### config.mk
export PLATFORM = sky130hd
export DESIGN_NAME = fp_mult_pipe
export DESIGN_NICKNAME = d
export VERILOG_FILES = /design/src/rtl/fp_pkg.sv /design/src/rtl/fp_round_pack.sv /design/src/rtl/fp_mult_pipe.sv
export SDC_FILE = /design/constraint.sdc
export NUM_CORES = 2
export LEC_CHECK = 0
export BUFFER_PORTS_ARGS = -buffer_cell sky130_fd_sc_hd__buf_2
export CAP_MARGIN = 20
export CORE_ASPECT_RATIO = 1.1
export CORE_MARGIN = 3
export CORE_UTILIZATION = 60
export DETAILED_ROUTE_END_ITERATION = 6
export PLACE_DENSITY = 0.77
export SLEW_MARGIN = 20
export SYNTH_ARGS = -nofsm -noshare
export SYNTH_HDL_FRONTEND = slang
export SYNTH_HIERARCHICAL = 1
export SYNTH_SLANG_ARGS = --single-unit
export TNS_END_PERCENT = 30
### constraint.sdc
create_clock -name clk -period 20.4 [get_ports clk]
set_input_delay 0 -clock clk [delete_from_list [all_inputs] [get_ports clk]]
set_output_delay 0 -clock clk [all_outputs]
set_load 0.05 [all_outputs]
### src/rtl/fp_pkg.sv
// Shared types and format helpers for the pipelined FP multiplier.
// Helpers are sized to 64 bits; callers cast down to their word width.
package fp_pkg;

  typedef enum logic [1:0] {
    ZERO,
    NORM,
    INF,
    NAN
  } fp_class_e;

  localparam int FLG_W   = 4;
  localparam int FLG_INV = 3;
  localparam int FLG_OVF = 2;
  localparam int FLG_UNF = 1;
  localparam int FLG_INX = 0;

  function automatic logic [63:0] fp_bias(int ew);
    return (64'd1 << (ew - 1)) - 64'd1;
  endfunction

  function automatic logic [63:0] fp_all_ones(int ew);
    return (64'd1 << ew) - 64'd1;
  endfunction

  function automatic logic [63:0] fp_qnan(int ew, int mw);
    return (fp_all_ones(ew) << mw) | (64'd1 << (mw - 1));
  endfunction

  function automatic logic [63:0] fp_max_fin(int ew, int mw);
    return ((fp_all_ones(ew) - 64'd1) << mw)
         | ((64'd1 << mw) - 64'd1);
  endfunction

endpackage

### src/rtl/fp_round_pack.sv
// Normalise, round, range-check and pack a raw mantissa product.
// Purely combinational so an adder datapath can share it.
module fp_round_pack
  import fp_pkg::*;
#(
  parameter int EXP_W = 8,
  parameter int MAN_W = 23
) (
  input  logic [2*MAN_W+1:0]   i_prod,
  input  logic [EXP_W+1:0]     i_exp,
  input  logic                 i_sign,
  input  logic                 i_rnd,
  input  fp_class_e            i_kind,
  output logic [EXP_W+MAN_W:0] o_y,
  output logic [FLG_W-1:0]     o_flags
);

  localparam int W   = 1 + EXP_W + MAN_W;
  localparam int PW  = 2 * MAN_W + 2;
  localparam int EW2 = EXP_W + 2;

  localparam logic [W-1:0]   QNAN = W'(fp_qnan(EXP_W, MAN_W));
  localparam logic [W-1:0]   MAXF = W'(fp_max_fin(EXP_W, MAN_W));
  localparam logic [EW2-1:0] MAXE = EW2'(fp_all_ones(EXP_W));
  localparam logic [EW2-1:0] ONE  = EW2'(1);

  logic               w_g;
  logic               w_st;
  logic               w_inc;
  logic               w_ovf;
  logic               w_unf;
  logic [MAN_W:0]     w_mant;
  logic [MAN_W+1:0]   w_mr;
  logic [MAN_W-1:0]   w_frac;
  logic [EW2-1:0]     w_en;
  logic [EW2-1:0]     w_ef;

  always_comb begin
    if (i_prod[PW-1]) begin
      w_mant = i_prod[PW-1:MAN_W+1];
      w_g    = i_prod[MAN_W];
      w_st   = |i_prod[MAN_W-1:0];
      w_en   = i_exp + ONE;
    end else begin
      w_mant = i_prod[PW-2:MAN_W];
      w_g    = i_prod[MAN_W-1];
      w_st   = |i_prod[MAN_W-2:0];
      w_en   = i_exp;
    end
  end

  assign w_inc = !i_rnd && w_g && (w_st || w_mant[0]);
  assign w_mr  = {1'b0, w_mant}
               + {{(MAN_W+1){1'b0}}, w_inc};

  // Rounding carry-out leaves an all-zero fraction one binade up.
  always_comb begin
    if (w_mr[MAN_W+1]) begin
      w_frac = w_mr[MAN_W:1];
      w_ef   = w_en + ONE;
    end else begin
      w_frac = w_mr[MAN_W-1:0];
      w_ef   = w_en;
    end
  end

  assign w_ovf = !w_ef[EW2-1] && (w_ef >= MAXE);
  assign w_unf = w_ef[EW2-1] || (w_ef == '0);

  always_comb begin
    o_y     = '0;
    o_flags = '0;
    unique case (i_kind)
      NAN: begin
        o_y              = QNAN;
        o_flags[FLG_INV] = 1'b1;
      end
      INF: begin
        o_y = {i_sign, MAXE[EXP_W-1:0], {MAN_W{1'b0}}};
      end
      ZERO: begin
        o_y = {i_sign, {(W-1){1'b0}}};
      end
      default: begin
        if (w_ovf) begin
          o_y = i_rnd ? {i_sign, MAXF[W-2:0]}
                      : {i_sign, MAXE[EXP_W-1:0], {MAN_W{1'b0}}};
          o_flags[FLG_OVF] = 1'b1;
          o_flags[FLG_INX] = 1'b1;
        end else if (w_unf) begin
          o_y              = {i_sign, {(W-1){1'b0}}};
          o_flags[FLG_UNF] = 1'b1;
          o_flags[FLG_INX] = 1'b1;
        end else begin
          o_y              = {i_sign, w_ef[EXP_W-1:0], w_frac};
          o_flags[FLG_INX] = w_g || w_st;
        end
      end
    endcase
  end

endmodule

### src/rtl/fp_mult_pipe.sv
// Three-stage pipelined floating-point multiplier with global stall.
// Stages: unpack/classify, mantissa multiply, round/pack.
module fp_mult_pipe
  import fp_pkg::*;
#(
  parameter int EXP_W = 8,
  parameter int MAN_W = 23
) (
  input  logic                 clk,
  input  logic                 rst_n,
  input  logic                 in_valid,
  output logic                 in_ready,
  input  logic [EXP_W+MAN_W:0] a,
  input  logic [EXP_W+MAN_W:0] b,
  input  logic                 rnd_mode,
  output logic                 out_valid,
  input  logic                 out_ready,
  output logic [EXP_W+MAN_W:0] y,
  output logic [FLG_W-1:0]     flags
);

  localparam int W   = 1 + EXP_W + MAN_W;
  localparam int PW  = 2 * MAN_W + 2;
  localparam int EW2 = EXP_W + 2;

  localparam logic [EW2-1:0] BIAS = EW2'(fp_bias(EXP_W));

  function automatic fp_class_e cls_of(
    input logic [EXP_W-1:0] e,
    input logic [MAN_W-1:0] f
  );
    if (e == '0)      return ZERO;
    else if (e != '1) return NORM;
    else if (f == '0) return INF;
    else              return NAN;
  endfunction

  logic               w_adv;
  fp_class_e          w_ca;
  fp_class_e          w_cb;
  fp_class_e          w_kind;
  logic [EW2-1:0]     w_esum;
  logic [PW-1:0]      w_prod;
  logic [W-1:0]       w_y;
  logic [FLG_W-1:0]   w_fl;

  logic               r_v1;
  fp_class_e          r_k1;
  logic               r_s1;
  logic [EW2-1:0]     r_e1;
  logic [MAN_W:0]     r_ma1;
  logic [MAN_W:0]     r_mb1;
  logic               r_rm1;

  logic               r_v2;
  fp_class_e          r_k2;
  logic               r_s2;
  logic [EW2-1:0]     r_e2;
  logic [PW-1:0]      r_p2;
  logic               r_rm2;

  logic               r_ov;
  logic [W-1:0]       r_y;
  logic [FLG_W-1:0]   r_fl;

  assign w_adv     = !r_ov || out_ready;
  assign in_ready  = w_adv;
  assign out_valid = r_ov;
  assign y         = r_y;
  assign flags     = r_fl;

  assign w_ca = cls_of(a[W-2:MAN_W], a[MAN_W-1:0]);
  assign w_cb = cls_of(b[W-2:MAN_W], b[MAN_W-1:0]);

  always_comb begin
    if (w_ca == NAN || w_cb == NAN
        || (w_ca == INF && w_cb == ZERO)
        || (w_ca == ZERO && w_cb == INF))
      w_kind = NAN;
    else if (w_ca == INF || w_cb == INF)
      w_kind = INF;
    else if (w_ca == ZERO || w_cb == ZERO)
      w_kind = ZERO;
    else
      w_kind = NORM;
  end

  assign w_esum = {2'b00, a[W-2:MAN_W]}
                + {2'b00, b[W-2:MAN_W]}
                - BIAS;

  assign w_prod = {{(MAN_W+1){1'b0}}, r_ma1}
                * {{(MAN_W+1){1'b0}}, r_mb1};

  fp_round_pack #(
    .EXP_W (EXP_W),
    .MAN_W (MAN_W)
  ) u_round_pack (
    .i_prod  (r_p2),
    .i_exp   (r_e2),
    .i_sign  (r_s2),
    .i_rnd   (r_rm2),
    .i_kind  (r_k2),
    .o_y     (w_y),
    .o_flags (w_fl)
  );

  always_ff @(posedge clk) begin
    if (!rst_n) begin
      r_v1  <= 1'b0;
      r_k1  <= ZERO;
      r_s1  <= 1'b0;
      r_e1  <= '0;
      r_ma1 <= '0;
      r_mb1 <= '0;
      r_rm1 <= 1'b0;
      r_v2  <= 1'b0;
      r_k2  <= ZERO;
      r_s2  <= 1'b0;
      r_e2  <= '0;
      r_p2  <= '0;
      r_rm2 <= 1'b0;
      r_ov  <= 1'b0;
      r_y   <= '0;
      r_fl  <= '0;
    end else if (w_adv) begin
      r_v1  <= in_valid;
      r_k1  <= w_kind;
      r_s1  <= a[W-1] ^ b[W-1];
      r_e1  <= w_esum;
      r_ma1 <= {1'b1, a[MAN_W-1:0]};
      r_mb1 <= {1'b1, b[MAN_W-1:0]};
      r_rm1 <= rnd_mode;
      r_v2  <= r_v1;
      r_k2  <= r_k1;
      r_s2  <= r_s1;
      r_e2  <= r_e1;
      r_p2  <= w_prod;
      r_rm2 <= r_rm1;
      r_ov  <= r_v2;
      // Only real results overwrite the output so y/flags stay put.
      if (r_v2) begin
        r_y  <= w_y;
        r_fl <= w_fl;
      end
    end
  end

endmodule
Yosys cells after proc, flatten, opt, wreduce, memory -nomap -nowiden

Index checks and enable logic that the tools add are counted.

Flip-flop bits (word level): 163
Bits of input ports: 69
Output and inout bits: 38
Word-level logic and storage cells: 87

Add/sub/neg operators: 5
Multipliers: 1
Order comparisons: 1
Eq/ne operators: 8
Multiplexer cells: 26
Bitwise operators: 1
Reductions and logical operators: 29

Operators with widths:

| operator              | count |
|---|---|
| $pmux 32 s3           | 1 |
| $mux 31               | 2 |
| $mul 24x24->48        | 1 |
| $mux 24               | 2 |
| $logic_not 23->1      | 2 |
| $add 24x1->25         | 1 |
| $mux 23               | 1 |
| $reduce_or 23->1      | 1 |
| $reduce_or 22->1      | 1 |
| $add 10x1->10 const B | 2 |
| $mux 10               | 2 |
| $logic_not 8->1       | 2 |
| $ne 8x8->1 const B    | 2 |
| $eq 2x2->1 const B    | 6 |
| $mux 2                | 6 |
| $mux 1                | 11 |
| $ge 10x8->1 const B   | 1 |
| $logic_not 10->1      | 1 |
| $sub 9x7->10 const B  | 1 |
| $add 8x8->9           | 1 |
| $logic_or 1x1->1      | 9 |
| $logic_not 2->1       | 3 |
| $logic_and 1x1->1     | 5 |
| $logic_not 1->1       | 3 |
| 4 further kinds       | 4 |

Logic depth before layout (Yosys ltp)

Word-level depth: 11
Depth in mapped cells: 26
Mapped depth without buffers: 25

By module

The synthesis kept the hierarchy.

Modules (own cells, without submodules):

| module        | times used | cells each | area an instance (µm²) | seq. area each (µm²) |
|---|---|---|---|---|
| fp_mult_pipe  | 1          | 2946       | 25071.5                | 3243.1 |
| fp_round_pack | 1          | 368        | 2477.4                 | 0.0 |

Least setup slack after synthesis

Ideal clock, no wire load.

Path type: reg2reg
Start: reg r_mb1[3]
End: reg r_p2[39]
Library setup time: 0.087 ns
Arrival time: 6.570 ns
Required time: 20.313 ns
Path slack: 13.743 ns
Stages on the path, launching flop included: 27
Cell sequence: dfxtp_1 clkbuf_1 nand2_1 fa_1 inv_1 fa_1 inv_1 fa_1 inv_1 fa_1 inv_1 fa_1 inv_1 fa_1 inv_1 fa_1 inv_1 ha_1 a21o_1 a21oi_1 nor2b_1 nor3_1 a31oi_2 a41oi_1 or4_1 and3_1 o31ai_1

Longest elaborated chain between the ends: 1

RTL lines:

| what                   | RTL line            | text |
|---|---|---|
| from (decl)            | fp_mult_pipe.sv:52  | `logic [MAN_W:0] r_mb1;` |
| from (signal assigned) | fp_mult_pipe.sv:132 | `r_mb1 <= {1'b1, b[MAN_W-1:0]};` |
| $mul 24x24->48         | fp_mult_pipe.sv:93  | `* {{(MAN_W+1){1'b0}}, r_mb1};` |
| to (signal assigned)   | fp_mult_pipe.sv:138 | `r_p2 <= w_prod;` |
| to (decl)              | fp_mult_pipe.sv:59  | `logic [PW-1:0] r_p2;` |

Every way passes these cells.
A chain may end at the register's enable or synchronous reset.

Final worst setup path

Same ends and word-level chain as after synthesis.

==> run_results.csv <==
group,metric,value,unit
outcome,status,"finished, final reports clean",
power,ir_drop,76.2,uV
logic_synthesis,synth_seq_cells,162,
timing,worst_pin_slew,1.14,ns
place,placed_cells,3861,
global_routing,grt_max_degree,105,
worst_setup_path,critPathBufInv,7,
worst_setup_path,worst_setup_path_end_kind,"register",
worst_setup_path,worstRegToRegCells,25,
timing,rsz0062_at_grt,"no",
final_layout,drive_gt1_share,7.16,%
logic_synthesis,synth-async-reset-ratio,0,%
worst_setup_path,start_kind,"register",
clock_network,clkTransAtPathRegs,0.08,ns
worst_setup_path,worst-path-stages,25,
power,power.total,2.21,mW
hold_path,min_path_cells,4,
timing,fin_crit_sh,37.8,%
timing,worst_slack,12.69,ns
logic_synthesis,synth_cell_types,83,
hold_path,hp-start,"a[26]",
floorplan,rows,81,
final_layout,area_delta_synth_final,7.36,%
logic_synthesis,synth_nets,4058,
detailed_routing,wl,80800,um
worst_setup_path,r2r-end,"r_p2[39]",
logic_synthesis,yosys.area.top_type,"fa_1",
detailed_routing,via_count,23200,
logic_synthesis,synth_cells,3314,
global_routing,grt_use_total,34.4,%
logic_synthesis,synth_area,27500,um^2
final_layout,fin_cells,3945,
detailed_routing,first_pass_iters,6,
clock_network,htreeDepth,4,
worst_setup_path,reg2reg_from,"r_mb1[3]",
power,p_leak,14.0,nW
timing,max_slew_margin,24.0,%
timing,finalSetupViolations,0,
clock_network,cts_tree,"yes",
worst_setup_path,slowest_delay,1.04,ns
clock_network,numCtsBuffers,17,
worst_setup_path,cp.arrival,8.10,ns
worst_setup_path,rrSetupSlack,12.69,ns
hold_path,min_path_type,"input pin to register",
global_routing,grt_overflow,0,
global_routing,antenna_found_initial,1,
floorplan,initial_core_util,61.4,%
timing,hold_viol,0,
worst_setup_path,crit_slowest_cell,"dfxtp_1",
timing,fin_crit,7.71,ns
detailed_routing,first_iter_violations,1955,
timing,fin_tns_setup,0,ns
clock_network,clk_latency,0.51,ns
logic_synthesis,synth_edf_count,0,
final_layout,final_area,29600,um^2
detailed_routing,via_per_inst,5.87,
detailed_routing,drcViolationCount,0,
worst_setup_path,critPathKind,"register to register",
final_layout,num_antenna_cells,0,
timing,timing.fmax,0.130,GHz
logic_synthesis,synth_top_area_share,35.1,%
detailed_routing,drtAntennaViolNets,0,
clock_network,postCtsSetupBuffers,0,
floorplan,io_pins,107,
power,power.density,74.8,nW/um^2
global_routing,first_global_vias,24800,
detailed_routing,post_drt_wl_per_cell,20.5,um
worst_setup_path,crit_required,20.79,ns
clock_network,cts.path.max_buffers,2,
timing,finClkSkew,0.0282,ns
hold_path,hold_end,"r_k1[1]",
place,dpl.hpwl,59400,um
clock_network,ctsRootBufferMaster,"clkbuf_16",
logic_synthesis,syn_area_per_cell,8.31,um^2
logic_synthesis,ys.flop_type,"dfxtp_1",
logic_synthesis,synth_top_cells_by_area,"fa_1, dfxtp_1, ha_1, nand2_1, inv_1",
place,portBuffers,106,
place,globalplace.congestion,1.00,
timing,slew_viol_final,0,
place,post_dp_cell_area,28400,um^2
floorplan,die_w,210,um
final_layout,fin_nets,4095,
global_routing,grt_pass1_wl,130000,um
floorplan,design.core.area,44900,um^2
floorplan,die_area,48500,um^2
clock_network,clock_sinks,162,
logic_synthesis,synth_seq_area_share,11.8,%
worst_setup_path,crit_fanout,25,
floorplan,die_y,231,um
job,cap_violations,0,
place,place_ws,12.74,ns
logic_synthesis,yosys_warnings,6,
worst_setup_path,cp_top_family,"adder cells",
[cell usage in the layout (no fill, tap or decap), types with 13 or more instances in the layout]
cell type / n
a211oi_1: 15
a21o_1: 21
a21oi_1: 203
a21oi_2: 23
a31oi_1: 13
and2_1: 302
buf_2: 106
buf_4: 44
clkbuf_16: 17
dfxtp_1: 157
dlygate4sd3_1: 52
fa_1: 483
ha_1: 192
inv_1: 573
mux2i_1: 26
nand2_1: 639
nand3_1: 54
nand4_1: 34
nor2_1: 56
nor3_1: 20
nor4_1: 22
o21ai_0: 42
o21bai_1: 13
xnor2_1: 67
xor2_1: 22
[sequential cells by signal (all words and copies together) (netlist names), 2 cells and up]
| register | cells |
|---|---|
| flags | 4 |
| r_e1 | 10 |
| r_e2 | 10 |
| r_k1 | 2 |
| r_k2 | 2 |
| r_ma1 | 24 |
| r_mb1 | 23 |
| r_p2 | 48 |
| y | 32 |
[layout make-up]
type | instances | area [um^2]
Multi-Input combinational cell | 2393 | 21400
Fill cell | 3736 | 15300
Sequential cell | 162 | 3250
Inverter | 575 | 2160
Timing Repair Buffer | 202 | 1380
Tap cell | 581 | 727
Clock buffer | 18 | 439
Clock inverter | 14 | 180
[logic make-up after synthesis]
logic type               share of synthesized area [%]
AND/OR/NAND/NOR                                   21.0
buffers and inverters                             10.5
adder cells (fa/ha/maj)                           43.8
AO/OA/AOI/OAI                                     9.03
flip-flops                                        11.8
XOR/XNOR                                          2.83
multiplexers                                      1.07
[tightest hold or removal path, delay by kind of cell]
kind	cells	cell delay (ns)
AND/OR/NAND/NOR	2	0.26
buffers and inverters	1	0.13
AO/OA/AOI/OAI	1	0.10
[metal layers]
| layer | wire, um | vias to the layer above | track usage [%] |
|---|---|---|---|
| met5 | 13 | - | 0 |
| met4 | 4140 | 2 | 16.0 |
| met3 | 8130 | 256 | 7.92 |
| met2 | 37600 | 1177 | 56.2 |
| met1 | 30800 | 11400 | 43.7 |
| li1 | - | 10300 | - |
[cell usage after synthesis (4+ instances only)]
cell and count:
and3_1 12, nor4_1 24, a21oi_2 23, xnor2_1 67, o21ai_0 42, and4_1 4
xor2_1 22, nor2b_1 10, a211oi_1 15, clkbuf_1 169, inv_1 574, o211ai_1 10
or3_1 8, nand3_1 54, nand2b_1 12, buf_6 5, o21ai_1 7, a21oi_1 203
o31ai_1 4, o21bai_1 13, and2_1 303, mux2i_1 26, dfxtp_1 162, a21o_1 21
buf_1 5, nand4_1 34, nor3_1 20, or4_1 6, nor2_1 56, nand2_1 640
fa_1 483, ha_1 192, a31oi_1 13, buf_2 5
[report_power, final]
group	internal (mW)	switching (mW)	total, mW	leakage, nW
registers	0.361	0.0649	0.426	1.34
clock network	0.189	0.169	0.358	0.307
logic	0.553	0.875	1.43	12.4
[worst max path at each step]
stage               startpoint        to  slack (ns)
global route          r_mb1[3]  r_p2[39]       12.28
floorplan             r_mb1[3]  r_p2[39]       13.74
global placement      r_mb1[3]  r_p2[39]       12.77
finish                r_mb1[3]  r_p2[39]       12.69
detailed placement    r_mb1[6]  r_p2[45]       12.74
CTS                   r_mb1[6]  r_p2[45]       12.72
[what timing repair did]
action                                  CTS  global route
endpoints found under the hold margin    51             0
resized for setup                         0             0
endpoints found under the setup margin    0             0
hold buffers                             52             0
[per-stage QoR]
stage / util [%] / hold slack (ns)
after floorplan: - / 0.140
after CTS: 65.8 / 0.00751
after global routing: 65.9 / 0.0370
after detailed placement: 63.3 / 0.254
final: 65.9 / 0.0435
after global placement: 63.3 / 0.254
(Power assumes the default switching activity.)
